[src/rtl/regfile_access_arbiter_pkg.sv]
// regfile_access_arbiter_pkg: shared FSM state type and access constants
package regfile_access_arbiter_pkg;
  typedef enum logic [1:0] {IDLE, ISSUE, RD_WAIT} state_t;
  localparam logic LD = 1'b1;
  localparam logic ST = 1'b0;
  localparam int unsigned REG_ZERO = 0;
endpackage

[src/rtl/regfile_access_arbiter_rr_arbiter2.sv]
// rr_arbiter2: two-way round-robin pick with a 1-bit priority pointer
module rr_arbiter2 (
  input  logic       clk,
  input  logic       reset,
  input  logic       en,
  input  logic [1:0] req,
  output logic [1:0] gnt
);
  logic ptr;
  assign gnt[0] = en & req[0] & (~req[1] | ~ptr);
  assign gnt[1] = en & req[1] & (~req[0] | ptr);
  always_ff @(posedge clk or posedge reset)
    if (reset) ptr <= 1'b0;
    else if (gnt[0]) ptr <= 1'b1;
    else if (gnt[1]) ptr <= 1'b0;
endmodule

[src/rtl/regfile_access_arbiter.sv]
// regfile_access_arbiter: two requesters sharing one register-file port
module regfile_access_arbiter
  import regfile_access_arbiter_pkg::*;
#(
  parameter int DATA_W = 32,
  parameter int ADDR_W = 5
) (
  input  logic              clk,
  input  logic              reset,
  input  logic              req0,
  input  logic              req1,
  input  logic              ld_str0,
  input  logic              ld_str1,
  input  logic [ADDR_W-1:0] addr0,
  input  logic [ADDR_W-1:0] addr1,
  input  logic [DATA_W-1:0] wdata0,
  input  logic [DATA_W-1:0] wdata1,
  output logic              ack0,
  output logic              ack1,
  output logic              rvalid0,
  output logic              rvalid1,
  output logic [DATA_W-1:0] rdata,
  output logic              busy,
  output logic              rf_en,
  output logic              rf_ld_str,
  output logic [ADDR_W-1:0] rf_addr,
  output logic [DATA_W-1:0] rf_store_val,
  input  logic [DATA_W-1:0] rf_load_val
);
  state_t state, state_nx;
  logic c_ld, c_who, zero, issue, rd_wait;
  logic [ADDR_W-1:0] c_addr;
  logic [DATA_W-1:0] c_wdata;
  logic [1:0] gnt;
  rr_arbiter2 u_arb (
    .clk   (clk),
    .reset (reset),
    .en    (state == IDLE && !reset),
    .req   ({req1, req0}),
    .gnt   (gnt)
  );
  always_ff @(posedge clk or posedge reset)
    if (reset) begin
      state   <= IDLE;
      c_ld    <= 1'b0;
      c_who   <= 1'b0;
      c_addr  <= '0;
      c_wdata <= '0;
    end else begin
      state <= state_nx;
      if (|gnt) begin
        c_who   <= gnt[1];
        c_ld    <= gnt[1] ? ld_str1 : ld_str0;
        c_addr  <= gnt[1] ? addr1 : addr0;
        c_wdata <= gnt[1] ? wdata1 : wdata0;
      end
    end
  always_comb begin
    state_nx = IDLE;
    if (state == IDLE) state_nx = |gnt ? ISSUE : IDLE;
    else if (state == ISSUE) state_nx = c_ld == LD ? RD_WAIT : IDLE;
  end
  assign issue        = state == ISSUE;
  assign rd_wait      = state == RD_WAIT;
  assign zero         = c_addr == ADDR_W'(REG_ZERO);
  assign ack0         = gnt[0];
  assign ack1         = gnt[1];
  assign busy         = state != IDLE;
  // register 0 is hardwired: stores to it never reach the file
  assign rf_en        = issue & ~(c_ld == ST & zero);
  assign rf_ld_str    = issue ? c_ld : LD;
  assign rf_addr      = issue ? c_addr : '0;
  assign rf_store_val = issue ? c_wdata : '0;
  assign rdata        = rd_wait && !zero ? rf_load_val : '0;
  assign rvalid0      = rd_wait & ~c_who;
  assign rvalid1      = rd_wait & c_who;
endmodule

[config.mk]
export PLATFORM = sky130hd
export DESIGN_NAME = regfile_access_arbiter
export DESIGN_NICKNAME = d
export VERILOG_FILES = /design/src/rtl/regfile_access_arbiter_pkg.sv /design/src/rtl/regfile_access_arbiter_rr_arbiter2.sv /design/src/rtl/regfile_access_arbiter.sv
export SDC_FILE = /design/constraint.sdc
export NUM_CORES = 1
export LEC_CHECK = 0
export ABC_AREA = 1
export BUFFER_PORTS_ARGS = -buffer_cell sky130_fd_sc_hd__clkbuf_2
export CAP_MARGIN = 20
export CORE_UTILIZATION = 30
export CTS_CLUSTER_SIZE = 12
export DETAILED_ROUTE_END_ITERATION = 10
export MAX_ROUTING_LAYER = met4
export PLACE_DENSITY = 0.59
export SLEW_MARGIN = 20
export SYNTH_ARGS = -nofsm -noshare
export SYNTH_HDL_FRONTEND = slang
export SYNTH_SLANG_ARGS = --single-unit
[constraint.sdc]
create_clock -name clk -period 3.5 [get_ports clk]
set_input_delay 0.35 -clock clk [delete_from_list [all_inputs] [get_ports clk]]
set_output_delay 0.35 -clock clk [all_outputs]
set_load 0.02 [all_outputs]
# Word level (Yosys, flattened, before mapping)
# Cells that the tools add are included.
# word_totals
mem_bits_rw	0
n_memories	0
latchBits	0
regBits	42
word_cells	46
in_bits	112
romBits	0
# op_classes
mul	0
bitwise_logic	16
n_reduce_logical	9
add_sub_neg	0
eq_ne	2
div	0
muxes	13
n_lt_le_gt_ge	0
shifts	0
# op_table
operator	count
$mux W32	3
$mux W5	2
$and A1 B1 Y1	8
$mux W2	3
$not A1 Y1	6
$logic_not A5 Y1	1
$mux W1	5
$reduce_bool A2 Y1	2
$eq A2 B1 Y1 const B	1
$eq A2 B2 Y1 const B	1
$logic_and A1 B1 Y1	2
$logic_not A1 Y1	2
$logic_not A2 Y1	1
$or A1 B1 Y1	2
$reduce_or A2 Y1	1

# Longest topological paths before layout
# Gate-level depths: netlist of the first run.
# logic_depth
ltp_word	7
depth_mapped	9

# Hierarchy
# A second synthesis of the first run with hierarchy kept.
# hier_totals
cells_unflattened	388
hier_area_um2	2453.6
# modules_own_cells
module	instances	cells_per_inst	seq_area_each_um2	area_per_inst_um2
regfile_access_arbiter	1	376	1026.0	2386.0
rr_arbiter2	1	12	25.0	67.6

# Least setup slack after synthesis of the first run
# Ideal clock, no wire load.
# synth_timing
path_type	in2reg
start	in reset
end	reg c_addr[4]
arrival_time_ns	1.503
slack_ns	1.932
setup_ns	0.065
path_stages	6
required_ns	3.435
n_path_buf	1
cell_sequence	inv_2 > nand3_1 > a21oi_2 > buf_2 > nand3_1 > nand2_1
# synth_via
elab_chain_cells	5
elab_cells_between_ends	8
cone_classes	mux (1); bitwise (4); reduce/logical (3)
# synth_lines
item	line_no	text
start, declared	regfile_access_arbiter.sv:9	input logic reset,
$logic_not A1 Y1 (no source line) (*)	--	
$logic_and A1 B1 Y1 (*)	regfile_access_arbiter.sv:38	.en (state == IDLE && !reset),
$and A1 B1 Y1 (on tied branches) (2 in a row)	regfile_access_arbiter_rr_arbiter2.sv:11, regfile_access_arbiter_rr_arbiter2.sv:10	
$mux W5 / $reduce_or A2 Y1 (equally long branches)	regfile_access_arbiter.sv:54, regfile_access_arbiter.sv:51	
end signal, assigned	regfile_access_arbiter.sv:54	c_addr <= gnt[1] ? addr1 : addr0;
end, declared	regfile_access_arbiter.sv:32	logic [ADDR_W-1:0] c_addr;
# Every way passes the cells marked *; elsewhere a longest branch is shown, timed or not.
# A chain may end at the register's enable or synchronous reset.

# Worst setup path after layout of the first run
# layout_timing
start	reg c_addr[2]
end	out rdata[29]
# layout_via
elab_chain_cells	4
# layout_lines
item	line_no	text
$logic_not A5 Y1	regfile_access_arbiter.sv:65	assign zero = c_addr == ADDR_W'(REG_ZERO);
$logic_not A1 Y1	regfile_access_arbiter.sv:74	assign rdata = rd_wait && !zero ? rf_load_val : '0;
$logic_and A1 B1 Y1	regfile_access_arbiter.sv:74	
$mux W32	regfile_access_arbiter.sv:74	
end, declared	regfile_access_arbiter.sv:22	output logic [DATA_W-1:0] rdata,
# No other way between the ends.

==> results.toml, run 1 <==
[status]
status = "finished, final reports clean"

[sta]
period_needed_ns = 2.383
holdWs_ns = 0.2539
finClkSkew_ns = 0.005441
fmax_mhz = 419.7
rsz0062_at_grt = "no"
tightest_slew_ns = 0.9070
slew_headroom_pct = 39.39
finalHoldViolCount = 0
finalCritPeriodShare_pct = 68.08
final.setup.tns_ns = 0
setup_viol = 0
slew_viol_final = 0

[yosys]
synth_top_cell_area_share_pct = 34.30
synth-seq-cells = 42
synth_edf_count = 0
seq_area_frac_synth_pct = 34.30
syn-instance-count = 511
syn-num-nets = 623
yosys-top-cells-count = "inv_1, nand3_1, nand2_1"
syn_area_um2 = 3064
async_flop_share_pct = 100.0
synthDistinctLibCells = 16
synth_top_area_cell = "dfrtp_1"
ys_warn_count = 0
synth.most_common_cell = "inv_1"
synth.avg_cell_area_um2 = 5.996
yosys_most_used_dff = "dfrtp_1"
synth_area_leaders = "dfrtp_1, nand3_1, inv_1"

[floorplanning]
die_w_um = 103.1
core_um2 = 9819
initial_utilization_pct = 31.21
ios = 188
die_area_um2 = 10620
rows = 36
die_h_um = 103.1

[grt]
grt_pass1_vias = 3065
grt_use_total_pct = 16.94
grt_max_degree = 59
antenna_found_initial = 0
overflow = 0
grt_pass1_wl_um = 13500

[place]
place_hpwl_um = 6486
globalplace.congestion = 0.7176
port-buffer-count = 187

[clock_network]
cts_buffers = 5
cts_hold_buf = 0
clk_pin_slew_ns = 0.08
cts_tree = "done"
cts_setup_buffers = 0
cts_resized = 0
htreeDepth = 2
clock_tree.root_cell = "clkbuf_8"
clk-insertion-delay-late_ns = 0.29
cts_num_sinks = 42
clockBufferDepth = 2

[critical_path]
crit_type = "reg -> out"
path_max_fanout = 32
crit_required_ns = 3.15
slowest_delay_ns = 0.71
worstPathCellList = "nor3_1 -> nand3_1 -> nand2_1 -> nor2_1 -> clkbuf_2"
critPathCaptureType = "primary output"
slowest_stage = "nand2_1"
critPathArrivalTime_ns = 2.03
cp-start-kind = "register"

[power_and_ir_drop]
pwr-share-seq_pct = 37.9
finalPower_w = 0.002272
combPwrFrac_pct = 48.0
ir_drop_mv = 0.1767
power.leakage_nw = 2.854
power_frac_clock_pct = 14.2
swShare_pct = 44.20
p_per_area_nw_per_um2 = 546.7
p_switching_w = 0.001004
p_int_w = 0.001268

[finish]
nets = 793
fillerInstances = 1069
antenna-diode-count = 0
drive_above_1_share_pct = 30.94
register_area_um2 = 1051
multi_input_area_um2 = 1252
area_growth_pct = 35.61

[drt]
ant_nets = 0
routed.top_layer = "met4"
drt_iter0_drc = 99
routed_wl_um = 8615
drcViolationCount = 0
route.met3.wl_um = 513
m1WireLength_um = 3606
routed-wl-met2_um = 4389
drt-vias-per-instance = 4.352
dr.pass1.iters = 5
vias = 3547
drt-wirelength-per-cell_um = 10.57

[min_path]
min_path_type = "in -> async"

[job]
cap_violations = 0
-- final timing paths --
check / to / startpoint / depth (start not counted) / slack, ns
max in group asynchronous: c_wdata[0] / reset / 3 / 2.88
min in group clk: c_wdata[28] / wdata0[28] / 5 / 0.35
setup / recovery: rdata[29] / c_addr[2] / 5 / 1.12
setup reg to reg: c_wdata[1] / state[0] / 8 / 1.47
hold reg to reg: c_addr[0] / c_addr[0] / 2 / 0.51
hold / removal: c_addr[4] / reset / 3 / 0.25
-- flip-flops by register name, indices dropped and copies added (netlist names) --
name / count
c_ld: 1
u_arb.ptr: 1
c_addr: 5
c_wdata: 32
state: 2
c_who: 1
-- worst max-delay path: cells and delay by family, from the launching register on --
| kind | cells | cell delay, ns |
|---|---|---|
| buffers and inverters | 1 | 0.19 |
| flip-flops | 1 | 0.40 |
| AND/OR/NAND/NOR | 4 | 1.15 |
-- metrics by stage --
stage | utilization (%) | worst slack [ns] | cell area [µm²] | std cells
after floorplan | - | 1.932 | 3064 | 511
after global placement | 41.11 | 1.445 | 4036 | 806
after detailed placement | 41.11 | 1.360 | 4036 | 806
after CTS | 42.04 | 1.033 | 4128 | 814
after global routing | 42.32 | 0.8010 | 4155 | 815
final | 42.32 | 1.117 | 4155 | 815
-- power by group through the flow --
stage / registers (W) / clock network, W / logic, W
global placement: 0.000864 / 0 / 0.00108
floorplan: 0.000830 / 0 / 0.000810
CTS: 0.000860 / 0.000338 / 0.00110
detailed placement: 0.000866 / 0 / 0.00110
finish: 0.000860 / 0.000321 / 0.00109
global route: 0.000899 / 0.000355 / 0.00125
-- per-layer routing --
metal,up-vias,GRT usage [%]
met5,-,-
li1,1815,-
met4,0,4.984
met2,123,30.97
met3,11,2.847
met1,1598,18.80
-- logic make-up (layout without fill, tap and decap cells) --
family,count (synthesis),in the layout,share of synthesized area [%]
compound gates,3,3,0.6122
buf+inv,187,358,25.07
flops,42,42,34.30
simple gates,279,279,40.02
-- final cells by class --
type	count	share of cell area (%)
flip-flops and latches	42	25.29
inverters	156	14.09
multi-input cells	282	30.14
clock inverters	1	0.1204
well taps	133	4.005
clock buffers	7	2.078
repair buffers	194	24.27
-- cell usage in the layout, fill, tap and decap left out --
cell type  Yosys  final
inv_1        150    150
buf_16         0      1
clkbuf_8       0      6
inv_2          6      6
dfrtp_1       42     42
nor2_8         1      1
nand2_1       82     82
clkbuf_1       2      1
nor2_1        76     76
a21oi_4        0      1
nand2_4        2      2
clkbuf_2       0    187
buf_4          7      6
o21ai_0        1      1
nor3_1         1      1
nand3_1      117    117
clkinv_2       0      1
o21ai_1        1      1
No activity file was read; power rests on OpenSTA's default activity.
==> inputs of run 2 (changes only) <==
Clock period 3.5 ns to 2.45 ns, I/O delays scaled along.
==> results.toml, run 2 (synthesized netlist as in run 1, its figures left out) <==
[sta]
rsz0062_at_grt = "no"
finalCritPeriodShare_pct = 84.15
period_needed_ns = 2.062
tightest_slew_ns = 0.5451
fmax_mhz = 485.0
slew_headroom_pct = 63.66
slew_viol_final = 0
setup_viol = 0
finalHoldViolCount = 0
finClkSkew_ns = 0.005055
final.setup.tns_ns = 0
holdWs_ns = 0.1643

[clock_network]
cts_resized = 0
cts_num_sinks = 42
clockBufferDepth = 2
cts_buffers = 5
clk_pin_slew_ns = 0.08
cts_setup_buffers = 0
clk-insertion-delay-late_ns = 0.29
htreeDepth = 2
cts_tree = "done"
cts_hold_buf = 0
clock_tree.root_cell = "clkbuf_8"

[finish]
antenna-diode-count = 0
area_growth_pct = 35.81
multi_input_area_um2 = 1252
utilization_pct = 42.38
mostFrequentLayoutCells = "clkbuf_2, inv_1, nand3_1"
top_register = "c_wdata"
register_area_um2 = 1051
final_common_cell = "clkbuf_2"
drive_above_1_share_pct = 31.19
largestRegisters = "c_wdata: 32 flops, c_addr: 5 flops, state: 2 flops"
nets = 796
largest_reg_flops = 32
fillerInstances = 1106

[critical_path]
crit_buf_inv = 3
crit_type = "reg -> out"
cp_top_family = "simple AND/OR/NAND/NOR gates"
slowest_delay_ns = 0.41
cp-start-kind = "register"
worstPathCellList = "inv_2 -> nand2_4 -> nor2_8 -> nand3_1 -> inv_1 -> clkbuf_2"
critPathArrivalTime_ns = 1.82
r2r_setup_slack_ns = 0.64
path_max_fanout = 14
critPathCaptureType = "primary output"
slowest_stage = "nand3_1"
crit_required_ns = 2.20

[grt]
overflow = 0
grt_pass1_vias = 3185
grt_use_total_pct = 17.10
grt_pass1_wl_um = 13790
antenna_found_initial = 0
grt_max_degree = 47

[floorplanning]
die_w_um = 103.1
die_area_um2 = 10620
die_h_um = 103.1
initial_utilization_pct = 31.21
rows = 36
core_um2 = 9819
ios = 188

[drt]
vias = 3562
drt_iter0_drc = 71
drt-wirelength-per-cell_um = 10.75
route.met3.wl_um = 598
drcViolationCount = 0
m1WireLength_um = 3700
ant_nets = 0
routed_wl_um = 8773
dr.pass1.iters = 4
routed-wl-met2_um = 4434
drt-vias-per-instance = 4.365
routed.top_layer = "met4"

[place]
globalplace.congestion = 0.7195
port-buffer-count = 187
place_hpwl_um = 6696

[status]
status = "finished, final reports clean"

[power_and_ir_drop]
ir_drop_mv = 0.3157
power.leakage_nw = 2.859
p_per_area_nw_per_um2 = 778.2

[min_path]
min_path_type = "in -> async"

[job]
cap_violations = 0
==> run 2: changes by cell type in the layout (fill, tap and decap cells not counted), sizes merged <==
cell / delta
buf: +3
clkbuf: -1
clkinv: -1
==> run 2: area by class of cell <==
class	instances	area share (%)
clock buffers	6	1.984
multi-input cells	282	30.10
well taps	133	3.999
repair buffers	197	24.59
inverters	156	14.07
flip-flops and latches	42	25.26
==> run 2: worst register-to-register path, cell delays in order (launching register included) <==
cell	delay (ns)
dfrtp_1	0.39
inv_2	0.09
nand2_4	0.07
nor2_8	0.21
nand3_1	0.41
buf_4	0.36
nand3_1	0.10
nand2_1	0.07
==> run 2: per-layer routing <==
| layer | global-route usage, % | up-vias |
|---|---|---|
| met5 | - | - |
| met4 | 3.575 | 0 |
| met3 | 2.983 | 5 |
| met2 | 32.26 | 139 |
| met1 | 18.66 | 1604 |
| li1 | - | 1814 |
==> run 2: worst paths after layout <==
path / end / cells after the start / startpoint
setup / recovery: ack0 / 6 / state[0]
hold / removal: u_arb.ptr / 3 / reset
setup reg to reg: c_wdata[8] / 7 / state[0]
hold reg to reg: c_addr[0] / 2 / c_addr[0]
max in group asynchronous: c_addr[0] / 3 / reset
min in group clk: c_wdata[21] / 5 / wdata0[21]
==> run 2: stage by stage <==
| step | setup WS, ns | instances | cell area (µm²) | total power (W) |
|---|---|---|---|---|
| after CTS | 0.3541 | 816 | 4161 | 0.003285 |
| after global routing | 0.1812 | 816 | 4161 | 0.003564 |
| after floorplan | 0.9867 | 511 | 3064 | 0.002342 |
| after global placement | 0.7047 | 810 | 4079 | 0.002806 |
| after detailed placement | 0.6263 | 810 | 4079 | 0.002834 |
| final | 0.3883 | 816 | 4161 | 0.003238 |
==> run 2: power breakdown <==
group / internal [W] / switching, W / total [W]
Sequential: 0.00103 / 0.000200 / 0.00123
Clock: 0.000217 / 0.000221 / 0.000438
Combinational: 0.000553 / 0.00101 / 0.00157
==> inputs of run 3 (changes only) <==
Settings changed: PLACE_DENSITY 0.59 to 0.62.
Clock period 2.45 ns to 1.68 ns, I/O delays scaled along.
==> results.toml, run 3 (synthesized netlist as in run 1, its figures left out) <==
[grt]
grt_max_degree = 58
grt_pass1_vias = 3084
grt_pass1_wl_um = 13880
grt_use_total_pct = 17.64
antenna_found_initial = 0
overflow = 0

[min_path]
min_path_type = "in -> async"

[critical_path]
path_max_fanout = 16
crit_buf_inv = 2
worstPathCellList = "nor3_2 -> nand3_1 -> nand2_2 -> clkbuf_16 -> nor2_1 -> clkbuf_2"
cp-start-kind = "register"
crit_type = "reg -> out"
cp_top_family = "simple AND/OR/NAND/NOR gates"
critPathArrivalTime_ns = 1.52
critPathCaptureType = "primary output"
crit_required_ns = 1.51
slowest_stage = "dfrtp_1"
slowest_delay_ns = 0.40

[floorplanning]
ios = 188
die_area_um2 = 10620
initial_utilization_pct = 31.21
die_h_um = 103.1
core_um2 = 9819
rows = 36
die_w_um = 103.1

[drt]
drt_iter0_drc = 53
drt-wirelength-per-cell_um = 11.22
routed_wl_um = 9303
ant_nets = 0
vias = 3606
dr.pass1.iters = 4
drt-vias-per-instance = 4.350
drcViolationCount = 0

[clock_network]
cts_tree = "done"
cts_hold_buf = 0
clockBufferDepth = 2
clk_pin_slew_ns = 0.07
clock_tree.root_cell = "clkbuf_8"
cts_num_sinks = 42
clk-insertion-delay-late_ns = 0.29
htreeDepth = 2
cts_buffers = 5

[power_and_ir_drop]
p_per_area_nw_per_um2 = 1123
ir_drop_mv = 0.3853
power.leakage_nw = 2.976

[job]
cap_violations = 0

[sta]
finalCritPeriodShare_pct = 100.3
final.setup.worst_slack_ns = -0.005383
finalHoldViolCount = 0
slew_headroom_pct = 63.74
fmax_mhz = 593.3
holdWs_ns = 0.08359
tightest_slew_ns = 0.5439
rsz0062_at_grt = "yes"
setup_viol = 7
finClkSkew_ns = 0.005759
slew_viol_final = 0
period_needed_ns = 1.685

[finish]
drive_above_1_share_pct = 33.19
top_register = "c_wdata"
final_cells = 829
nets = 809
antenna-diode-count = 0
area_growth_pct = 43.00
final_common_cell = "clkbuf_2"
mostFrequentLayoutCells = "clkbuf_2, inv_1, nand3_1"
largest_reg_flops = 32
largestRegisters = "c_wdata: 32 flops, c_addr: 5 flops, state: 2 flops"

[status]
violations = "negative setup slack"
status = "finished, violations left"

[place]
place_hpwl_um = 7078
port-buffer-count = 187
place_worst_setup_slack_ns = 0.2020
dp.cells = 816
globalplace.congestion = 0.7638
## run 3: cell types whose count changed in the layout (fill, tap and decap cells not counted), sizes merged
cell,change
clkbuf,-33
nand2,+1
buf,+45
## run 3: where the power goes
part / switching [W] / total, W / internal [W]
Clock: 0.000320 / 0.000637 / 0.000317
Combinational: 0.00154 / 0.00249 / 0.000952
Sequential: 0.000286 / 0.00179 / 0.00151
Total: 0.00214 / 0.00492 / 0.00278
## run 3: area by class of cell
cell class | instances | area (µm²)
timing repair buffer | 209 | 1199
clock buffer | 6 | 82.58
sequential | 42 | 1051
tap | 133 | 166.4
inverter | 156 | 585.6
multi-input combinational | 283 | 1297
fill | 1066 | 5438
## run 3: layer usage
layer  global-route usage (%)  part of all wire (%)  up-vias
li1                         -                     -     1846
met1                    17.56                    39     1634
met2                    35.74                    55      121
met3                    2.644                   5.4        5
met4                    3.575                  0.64        0
met5                        -                     0        -
## run 3: final timing paths
path | start | end | slack, ns | depth (start not counted)
max | c_addr[2] | rdata[11] | -0.005 | 6
min | reset | c_addr[4] | 0.08 | 3
max reg2reg | state[0] | c_wdata[0] | 0.18 | 8
min reg2reg | c_wdata[14] | c_wdata[14] | 0.51 | 2
max in group asynchronous | reset | c_wdata[24] | 1.23 | 3
min in group clk | wdata0[22] | c_wdata[22] | 0.17 | 5
## run 3: worst register-to-register path, delay by kind of cell, from the launching register on
kind / cells / cell delay (ns)
and+or+nand+nor: 5 / 0.54
DFF: 1 / 0.40
buffers and inverters: 3 / 0.47
## run 3: metrics by stage
stage	utilization, %	setup TNS, ns	instance area (µm²)	total power (W)
4_1_cts	43.35	0	4257	0.004881
6_report	44.62	-0.01777	4382	0.004921
5_1_grt	44.62	-3.038	4382	0.005391
3_3_place_gp	42.18	0	4141	0.004142
2_1_floorplan	-	0	3064	0.003416
3_5_place_dp	42.18	0	4141	0.004191
## run 3: repair_timing
item,in CTS,in global routing
pin swaps,1,5
gates cloned,0,2
setup endpoints to repair,33,80
resized for setup,6,54
setup buffers,2,4
